File: config.mk
export PLATFORM = sky130hd
export DESIGN_NAME = pul_period_prefetch_flat
export DESIGN_NICKNAME = d
export VERILOG_FILES = /design/src/rtl/pul_period_prefetch_if.sv /design/src/rtl/pul_period_prefetch.sv /design/src/flat_wrapper.sv
export SDC_FILE = /design/constraint.sdc
export NUM_CORES = 1
export LEC_CHECK = 0
export ABC_AREA = 1
export ABC_CLOCK_PERIOD_IN_PS = 8100
export BUFFER_PORTS_ARGS = -buffer_cell sky130_fd_sc_hd__buf_4
export CAP_MARGIN = 0
export CORE_MARGIN = 2
export CORE_UTILIZATION = 47
export DETAILED_ROUTE_END_ITERATION = 16
export PLACE_DENSITY = 0.64
export SKIP_CTS_REPAIR_TIMING = 1
export SYNTH_ARGS = -nofsm -noshare
export SYNTH_HDL_FRONTEND = slang
export SYNTH_SLANG_ARGS = --single-unit
File: constraint.sdc
create_clock -name clk -period 8.1 [get_ports clk]
set_input_delay 2.43 -clock clk [delete_from_list [all_inputs] [get_ports clk]]
set_output_delay 2.43 -clock clk [all_outputs]
set_load 0.01 [all_outputs]
File: src/rtl/pul_period_prefetch_if.sv
// DDR burst read port of the pulse-period prefetcher: request channel plus data return.
// Latency: none, wires only.
// Backpressure: rd_req_ready stalls the request; the data channel cannot be stalled.
interface pul_period_prefetch_if;
  logic        rd_req_valid;
  logic        rd_req_ready;
  logic [31:0] rd_req_addr;
  logic [7:0]  rd_req_len;
  logic        rd_data_valid;
  logic [31:0] rd_data;

  // Prefetcher side issues requests and sinks data.
  modport master (
    output rd_req_valid, rd_req_addr, rd_req_len,
    input  rd_req_ready, rd_data_valid, rd_data
  );

  // DDR reader side accepts requests and returns data.
  modport slave (
    input  rd_req_valid, rd_req_addr, rd_req_len,
    output rd_req_ready, rd_data_valid, rd_data
  );
endinterface

File: src/rtl/pul_period_prefetch.sv
// Prefetches pulse-period words from DDR in bursts into a FWFT FIFO feeding the pulse controller.
// Latency: start->rd_req_valid 2 cycles; beat->pul_value 1 cycle; read pops on the same edge.
// Backpressure: a burst is requested only once the FIFO has room for all of it; data beats are never stalled.
// Optional feature: define PREFETCH_LAST_HOLD_EN to hold the last popped word on pul_value while empty.
module pul_period_prefetch #(
  parameter int DEPTH = 16,
  parameter int BURST = 8
) (
  input  logic                        clk,
  input  logic                        rst_n,
  input  logic                        start,
  input  logic                        abort,
  input  logic [31:0]                 base_addr,
  input  logic [31:0]                 total_words,
  pul_period_prefetch_if.master       rd,
  input  logic                        read,
  output logic [31:0]                 pul_value,
  output logic                        empty,
  output logic                        busy,
  output logic                        done,
  output logic                        underrun
);

  localparam int AW = $clog2(DEPTH);
  localparam int CW = AW + 1;
  localparam logic [31:0] DEPTH_W = DEPTH;
  localparam logic [31:0] BURST_W = BURST;

  typedef enum logic [2:0] {IDLE, CHECK, REQ, DATA, DRAIN} state_t;

  state_t        state;
  logic [31:0]   addr;
  logic [31:0]   remaining;
  logic [7:0]    beat_cnt;

  logic [31:0]   mem [DEPTH];
  logic [AW-1:0] wr_ptr;
  logic [AW-1:0] rd_ptr;
  logic [CW-1:0] count;

  logic [7:0]    burst_len;
  logic [31:0]   free_slots;
  logic          room;
  logic          last_beat;
  logic          push;
  logic          pop;

  assign burst_len  = (remaining < BURST_W) ? remaining[7:0] : BURST_W[7:0];
  assign free_slots = DEPTH_W - 32'(count);
  assign room       = free_slots >= {24'd0, burst_len};
  assign last_beat  = rd.rd_data_valid && (beat_cnt == 8'd1);
  // Beats that arrive during an abort belong to a cancelled burst and are dropped.
  assign push       = (state == DATA) && rd.rd_data_valid && !abort;
  assign pop        = read && !empty && !abort;
  assign empty      = (count == '0);
  assign busy       = (state != IDLE);

  // Fetch sequencer: one outstanding burst, sized only when the FIFO can absorb it whole.
  always_ff @(posedge clk or negedge rst_n) begin
    if (!rst_n) begin
      state           <= IDLE;
      addr            <= '0;
      remaining       <= '0;
      beat_cnt        <= '0;
      rd.rd_req_valid <= 1'b0;
      rd.rd_req_addr  <= '0;
      rd.rd_req_len   <= '0;
      done            <= 1'b0;
    end else begin
      done <= 1'b0;
      case (state)
        IDLE: begin
          if (start && !abort) begin
            addr      <= base_addr;
            remaining <= total_words;
            if (total_words == '0) done  <= 1'b1;
            else                   state <= CHECK;
          end
        end
        CHECK: begin
          if (abort) begin
            state <= IDLE;
          end else if (room) begin
            rd.rd_req_valid <= 1'b1;
            rd.rd_req_addr  <= addr;
            rd.rd_req_len   <= burst_len;
            state           <= REQ;
          end
        end
        REQ: begin
          if (abort) begin
            rd.rd_req_valid <= 1'b0;
            state           <= IDLE;
          end else if (rd.rd_req_ready) begin
            rd.rd_req_valid <= 1'b0;
            beat_cnt        <= rd.rd_req_len;
            state           <= DATA;
          end
        end
        DATA: begin
          if (rd.rd_data_valid) beat_cnt <= beat_cnt - 8'd1;
          if (abort) begin
            // If the abort lands on the final beat there is nothing left to swallow.
            state <= last_beat ? IDLE : DRAIN;
          end else if (last_beat) begin
            addr      <= addr + {22'd0, rd.rd_req_len, 2'b00};
            remaining <= remaining - {24'd0, rd.rd_req_len};
            if (remaining == {24'd0, rd.rd_req_len}) begin
              done  <= 1'b1;
              state <= IDLE;
            end else begin
              state <= CHECK;
            end
          end
        end
        DRAIN: begin
          if (rd.rd_data_valid) begin
            beat_cnt <= beat_cnt - 8'd1;
            if (beat_cnt == 8'd1) state <= IDLE;
          end
        end
        default: state <= IDLE;
      endcase
    end
  end

  // Sticky underrun: a pop on an empty FIFO; cleared when a new job is accepted.
  always_ff @(posedge clk or negedge rst_n) begin
    if (!rst_n)                                      underrun <= 1'b0;
    else if (read && empty)                          underrun <= 1'b1;
    else if ((state == IDLE) && start && !abort)     underrun <= 1'b0;
  end

  // FIFO pointers and occupancy; abort flushes everything in one cycle.
  always_ff @(posedge clk or negedge rst_n) begin
    if (!rst_n) begin
      wr_ptr <= '0;
      rd_ptr <= '0;
      count  <= '0;
    end else if (abort) begin
      wr_ptr <= '0;
      rd_ptr <= '0;
      count  <= '0;
    end else begin
      if (push) wr_ptr <= wr_ptr + 1'b1;
      if (pop)  rd_ptr <= rd_ptr + 1'b1;
      case ({push, pop})
        2'b10:   count <= count + 1'b1;
        2'b01:   count <= count - 1'b1;
        default: count <= count;
      endcase
    end
  end

  // FIFO storage write; contents need no reset since occupancy gates every read.
  always_ff @(posedge clk) begin
    if (push) mem[wr_ptr] <= rd.rd_data;
  end

`ifdef PREFETCH_LAST_HOLD_EN
  logic [31:0] last_word;

  // Remember the most recently consumed word so the controller sees it while starved.
  always_ff @(posedge clk or negedge rst_n) begin
    if (!rst_n)     last_word <= '0;
    else if (abort) last_word <= '0;
    else if (pop)   last_word <= mem[rd_ptr];
  end

  assign pul_value = empty ? last_word : mem[rd_ptr];
`else
  assign pul_value = empty ? 32'd0 : mem[rd_ptr];
`endif

endmodule

File: src/flat_wrapper.sv
// flat-port wrapper written by rule: the top's interface ports become plain ports
module pul_period_prefetch_flat 
#(
  parameter int DEPTH = 16,
  parameter int BURST = 8
)
  (clk, rst_n, start, abort, base_addr, total_words, read, pul_value, empty, busy, done, underrun, rd_rd_req_valid, rd_rd_req_addr, rd_rd_req_len, rd_rd_req_ready, rd_rd_data_valid, rd_rd_data);
  pul_period_prefetch_if rd_i ();
  input  logic clk;
  input  logic rst_n;
  input  logic start;
  input  logic abort;
  input  logic [31:0] base_addr;
  input  logic [31:0] total_words;
  input  logic read;
  output logic [31:0] pul_value;
  output logic empty;
  output logic busy;
  output logic done;
  output logic underrun;
  output wire logic [$bits(rd_i.rd_req_valid)-1:0] rd_rd_req_valid;
  output wire logic [$bits(rd_i.rd_req_addr)-1:0] rd_rd_req_addr;
  output wire logic [$bits(rd_i.rd_req_len)-1:0] rd_rd_req_len;
  input wire logic [$bits(rd_i.rd_req_ready)-1:0] rd_rd_req_ready;
  input wire logic [$bits(rd_i.rd_data_valid)-1:0] rd_rd_data_valid;
  input wire logic [$bits(rd_i.rd_data)-1:0] rd_rd_data;
  assign rd_rd_req_valid = rd_i.rd_req_valid;
  assign rd_rd_req_addr = rd_i.rd_req_addr;
  assign rd_rd_req_len = rd_i.rd_req_len;
  assign rd_i.rd_req_ready = rd_rd_req_ready;
  assign rd_i.rd_data_valid = rd_rd_data_valid;
  assign rd_i.rd_data = rd_rd_data;
  pul_period_prefetch #(.DEPTH(DEPTH), .BURST(BURST)) u_core (.clk(clk), .rst_n(rst_n), .start(start), .abort(abort), .base_addr(base_addr), .total_words(total_words), .rd(rd_i), .read(read), .pul_value(pul_value), .empty(empty), .busy(busy), .done(done), .underrun(underrun));
endmodule
==> impl_metrics.env <==
export IMPL_status="finished, final reports clean"
export IMPL_power_density_nw_per_um2=327
export IMPL_ant_nets=0
export IMPL_synth_most_common_cell="edfxtp_1"
export IMPL_htreeDepth=3
export IMPL_synth_edff_count=512
export IMPL_post_dp_hpwl_um=43700
export IMPL_setup_worst_path_class="register to output port"
export IMPL_cts_root_buf="clkbuf_16"
export IMPL_multiInputGateArea_um2=8960
export IMPL_die_x_um=252
export IMPL_vias_per_cell=5.73
export IMPL_synth_top_cell_by_area="edfxtp_1"
export IMPL_pwr_share_seq_pct=38.3
export IMPL_p_int_w=0.00689
export IMPL_path_clk_slew_ns=0.06
export IMPL_cts_sinks=643
export IMPL_grt_pass1_wl_um=120000
export IMPL_yosys_top_cells_area="edfxtp_1 (53%), dfrtp_1 (11%), nand2_1 (6.3%), nor2_1 (5.7%), o21ai_0 (5.5%)"
export IMPL_arrival_ns=3.82
export IMPL_drive_above_1_share_pct=12.2
export IMPL_drt_initial_drc_count=2017
export IMPL_yosysWarnings=0
export IMPL_design_portCount=180
export IMPL_netSwitchingFraction_pct=36.5
export IMPL_fp_dieH_um=252
export IMPL_std_cell_rows=90
export IMPL_cap_violations=0
export IMPL_synth_seq_cells=643
export IMPL_drcViolationCount=0
export IMPL_finalMaxSlewViolations=0
export IMPL_syn_cell_area_um2=28900
export IMPL_routedWlPerCell_um=20.6
export IMPL_diodes=0
export IMPL_ir_worst_vdd_uv=208
export IMPL_synth_top_cell_area_share_pct=53.2
export IMPL_fillCellCount=5210
export IMPL_postSynthAreaPerCell_um2=10.4
export IMPL_power_frac_comb_pct=32.6
export IMPL_start_util_pct=47.7
export IMPL_p_switching_w=0.00397
export IMPL_yosysUniqueCellTypes=40
export IMPL_leakagePower_nw=12.6
export IMPL_synthToLayoutAreaGrowth_pct=14.9
export IMPL_synth_common_cells="edfxtp_1 (512), nand2_1 (482), nor2_1 (442), o21ai_0 (316), inv_1 (194)"
export IMPL_critPathMaxFanout=131
export IMPL_cts_tree="done"
export IMPL_fin_setup_tns_ns=0
export IMPL_setup_viol=0
export IMPL_antenna_found_initial=2
export IMPL_fin_nets=3069
export IMPL_layout_min_cycle_time_ns=6.25
export IMPL_vias=21559
export IMPL_drt_total_wl_um=77600
export IMPL_fin_crit_sh_pct=77.2
export IMPL_slew_headroom_pct=21.6
export IMPL_synthCells=2791
export IMPL_clk_latency_ns=0.62
export IMPL_dr_pass1_iters=7
export IMPL_rsz0062_at_grt="false"
export IMPL_yosysSeqAreaShare_pct=64.5
export IMPL_start_kind="register"
export IMPL_postSynth_asyncResetShare_pct=20.4
export IMPL_end_kind="output port"
export IMPL_critPathRequiredTime_ns=5.67
export IMPL_hp_class="register to register"
export IMPL_io_buffers=179
export IMPL_fmax_ghz=0.160
export IMPL_seq_area_um2=18700
export IMPL_gp_congestion=0.928
export IMPL_gr_usage_all_layers_pct=24.4
export IMPL_dieArea_um2=63500
export IMPL_hold_violations=0
export IMPL_grt_overflow=0
export IMPL_ys_flop_type="edfxtp_1"
export IMPL_grt_start_max_net_pins=132
export IMPL_cts_buffers=71
export IMPL_tightest_slew_ns=1.18
export IMPL_core_um2=60600
export IMPL_clock_skew_ns=0.0164
export IMPL_place_ws_ns=2.53
export IMPL_grt_pass1_vias=21047
export IMPL_worst_slack_ns=1.85
export IMPL_cts_buffer_depth=3
export IMPL_power_frac_clock_pct=29.1
[metrics by stage]
stage	utilization, %	cells	total power (W)	hold WS [ns]	cell area, um2
2_1_floorplan	-	2794	0.00654	0.442	28900
3_3_place_gp	51.1	3636	0.00763	0.459	31000
3_5_place_dp	51.1	3636	0.00773	0.459	31000
4_1_cts	54.9	3763	0.0109	0.474	33200
5_1_grt	54.9	3763	0.0115	0.509	33200
6_report	54.9	3763	0.0109	0.469	33200
[cells in the final DEF, fill, tap and decap left out, types with 5 or more instances in the layout]
cell type	n
xnor2_1	6
inv_2	6
o22ai_1	46
xor2_1	14
a21oi_2	8
or2_2	6
a21oi_1	83
clkinv_1	11
nor2_1	426
nand4_1	25
buf_4	210
ha_1	35
clkinv_2	13
o21ai_0	316
edfxtp_1	512
nand2_1	481
o21ai_1	30
nand3_1	126
nor3_1	14
bufinv_16	5
inv_1	194
o211ai_1	57
o221ai_1	76
clkbuf_1	15
nor2_4	16
clkbuf_16	72
dfrtp_1	127
[layout make-up]
class                           count  area share, %
Tap cell                          782           2.94
Clock inverter                     38           1.18
Inverter                          203           2.31
Clock buffer                       89           5.67
Timing Repair Buffer              211           4.78
Sequential cell                   643           56.2
Multi-Input combinational cell   1797           27.0
[registers in the layout, indices dropped and copies added (netlist names), 5 cells and up]
name / count
u_core.mem: 512
u_core.addr: 32
u_core.rd.rd_req_len: 8
u_core.count: 5
u_core.rd.rd_req_addr: 32
u_core.remaining: 32
u_core.beat_cnt: 8
[worst max-delay path, stage by stage (launching register included)]
cell	delay (ns)
dfrtp_4	0.71
inv_6	0.78
buf_4	0.67
o21ai_0	0.18
o221ai_1	0.18
nand3_1	0.11
a21oi_1	0.33
buf_4	0.19
[per-layer routing]
layer  vias up  global-route usage [%]  part of all wire [%]
met5         -                       0                 0.039
met3       147                    4.31                   7.0
li1      10046                       -                     -
met2       806                    40.4                    48
met1     10556                    32.9                    42
met4         4                    7.59                   2.6
[kinds of logic (layout without fill, tap and decap cells)]
group | after synthesis | count (layout) | synth area share (%)
AND/OR/NAND/NOR | 1107 | 1107 | 15.4
flip-flops | 643 | 643 | 64.5
adder cells (fa/ha/maj) | 39 | 39 | 1.76
AO/OA/AOI/OAI | 627 | 627 | 12.7
buffers and inverters | 354 | 541 | 5.00
XOR/XNOR | 20 | 20 | 0.606
other | 1 | 4 | 0.0130
[power by group through the flow]
stage | logic, W | registers [W] | clock network, W
after CTS | 0.00353 | 0.00416 | 0.00321
after floorplan | 0.00241 | 0.00414 | 0
final | 0.00354 | 0.00416 | 0.00316
after global routing | 0.00397 | 0.00420 | 0.00332
after global placement | 0.00343 | 0.00421 | 0
after detailed placement | 0.00351 | 0.00422 | 0
[worst paths after layout]
| kind | from | to | slack, ns | cells after the start |
|---|---|---|---|---|
| worst max-delay path | u_core.rd_ptr[0]$_DFFE_PN0P_ | pul_value[31] | 1.85 | 7 |
| worst min-delay path | u_core.addr[1]$_DFFE_PN0P_ | u_core.addr[1]$_DFFE_PN0P_ | 0.47 | 2 |
| worst max register to register | u_core.state[2]$_DFFE_PN0P_ | u_core.addr[3]$_DFFE_PN0P_ | 3.85 | 9 |
| worst min register to register | u_core.addr[1]$_DFFE_PN0P_ | u_core.addr[1]$_DFFE_PN0P_ | 0.47 | 2 |
| max in group asynchronous | rst_n | u_core.rd_ptr[2]$_DFFE_PN0P_ | 4.84 | 2 |
| min in group asynchronous | rst_n | u_core.addr[17]$_DFFE_PN0P_ | 1.80 | 1 |
No activity file was read; power rests on OpenSTA's default activity.
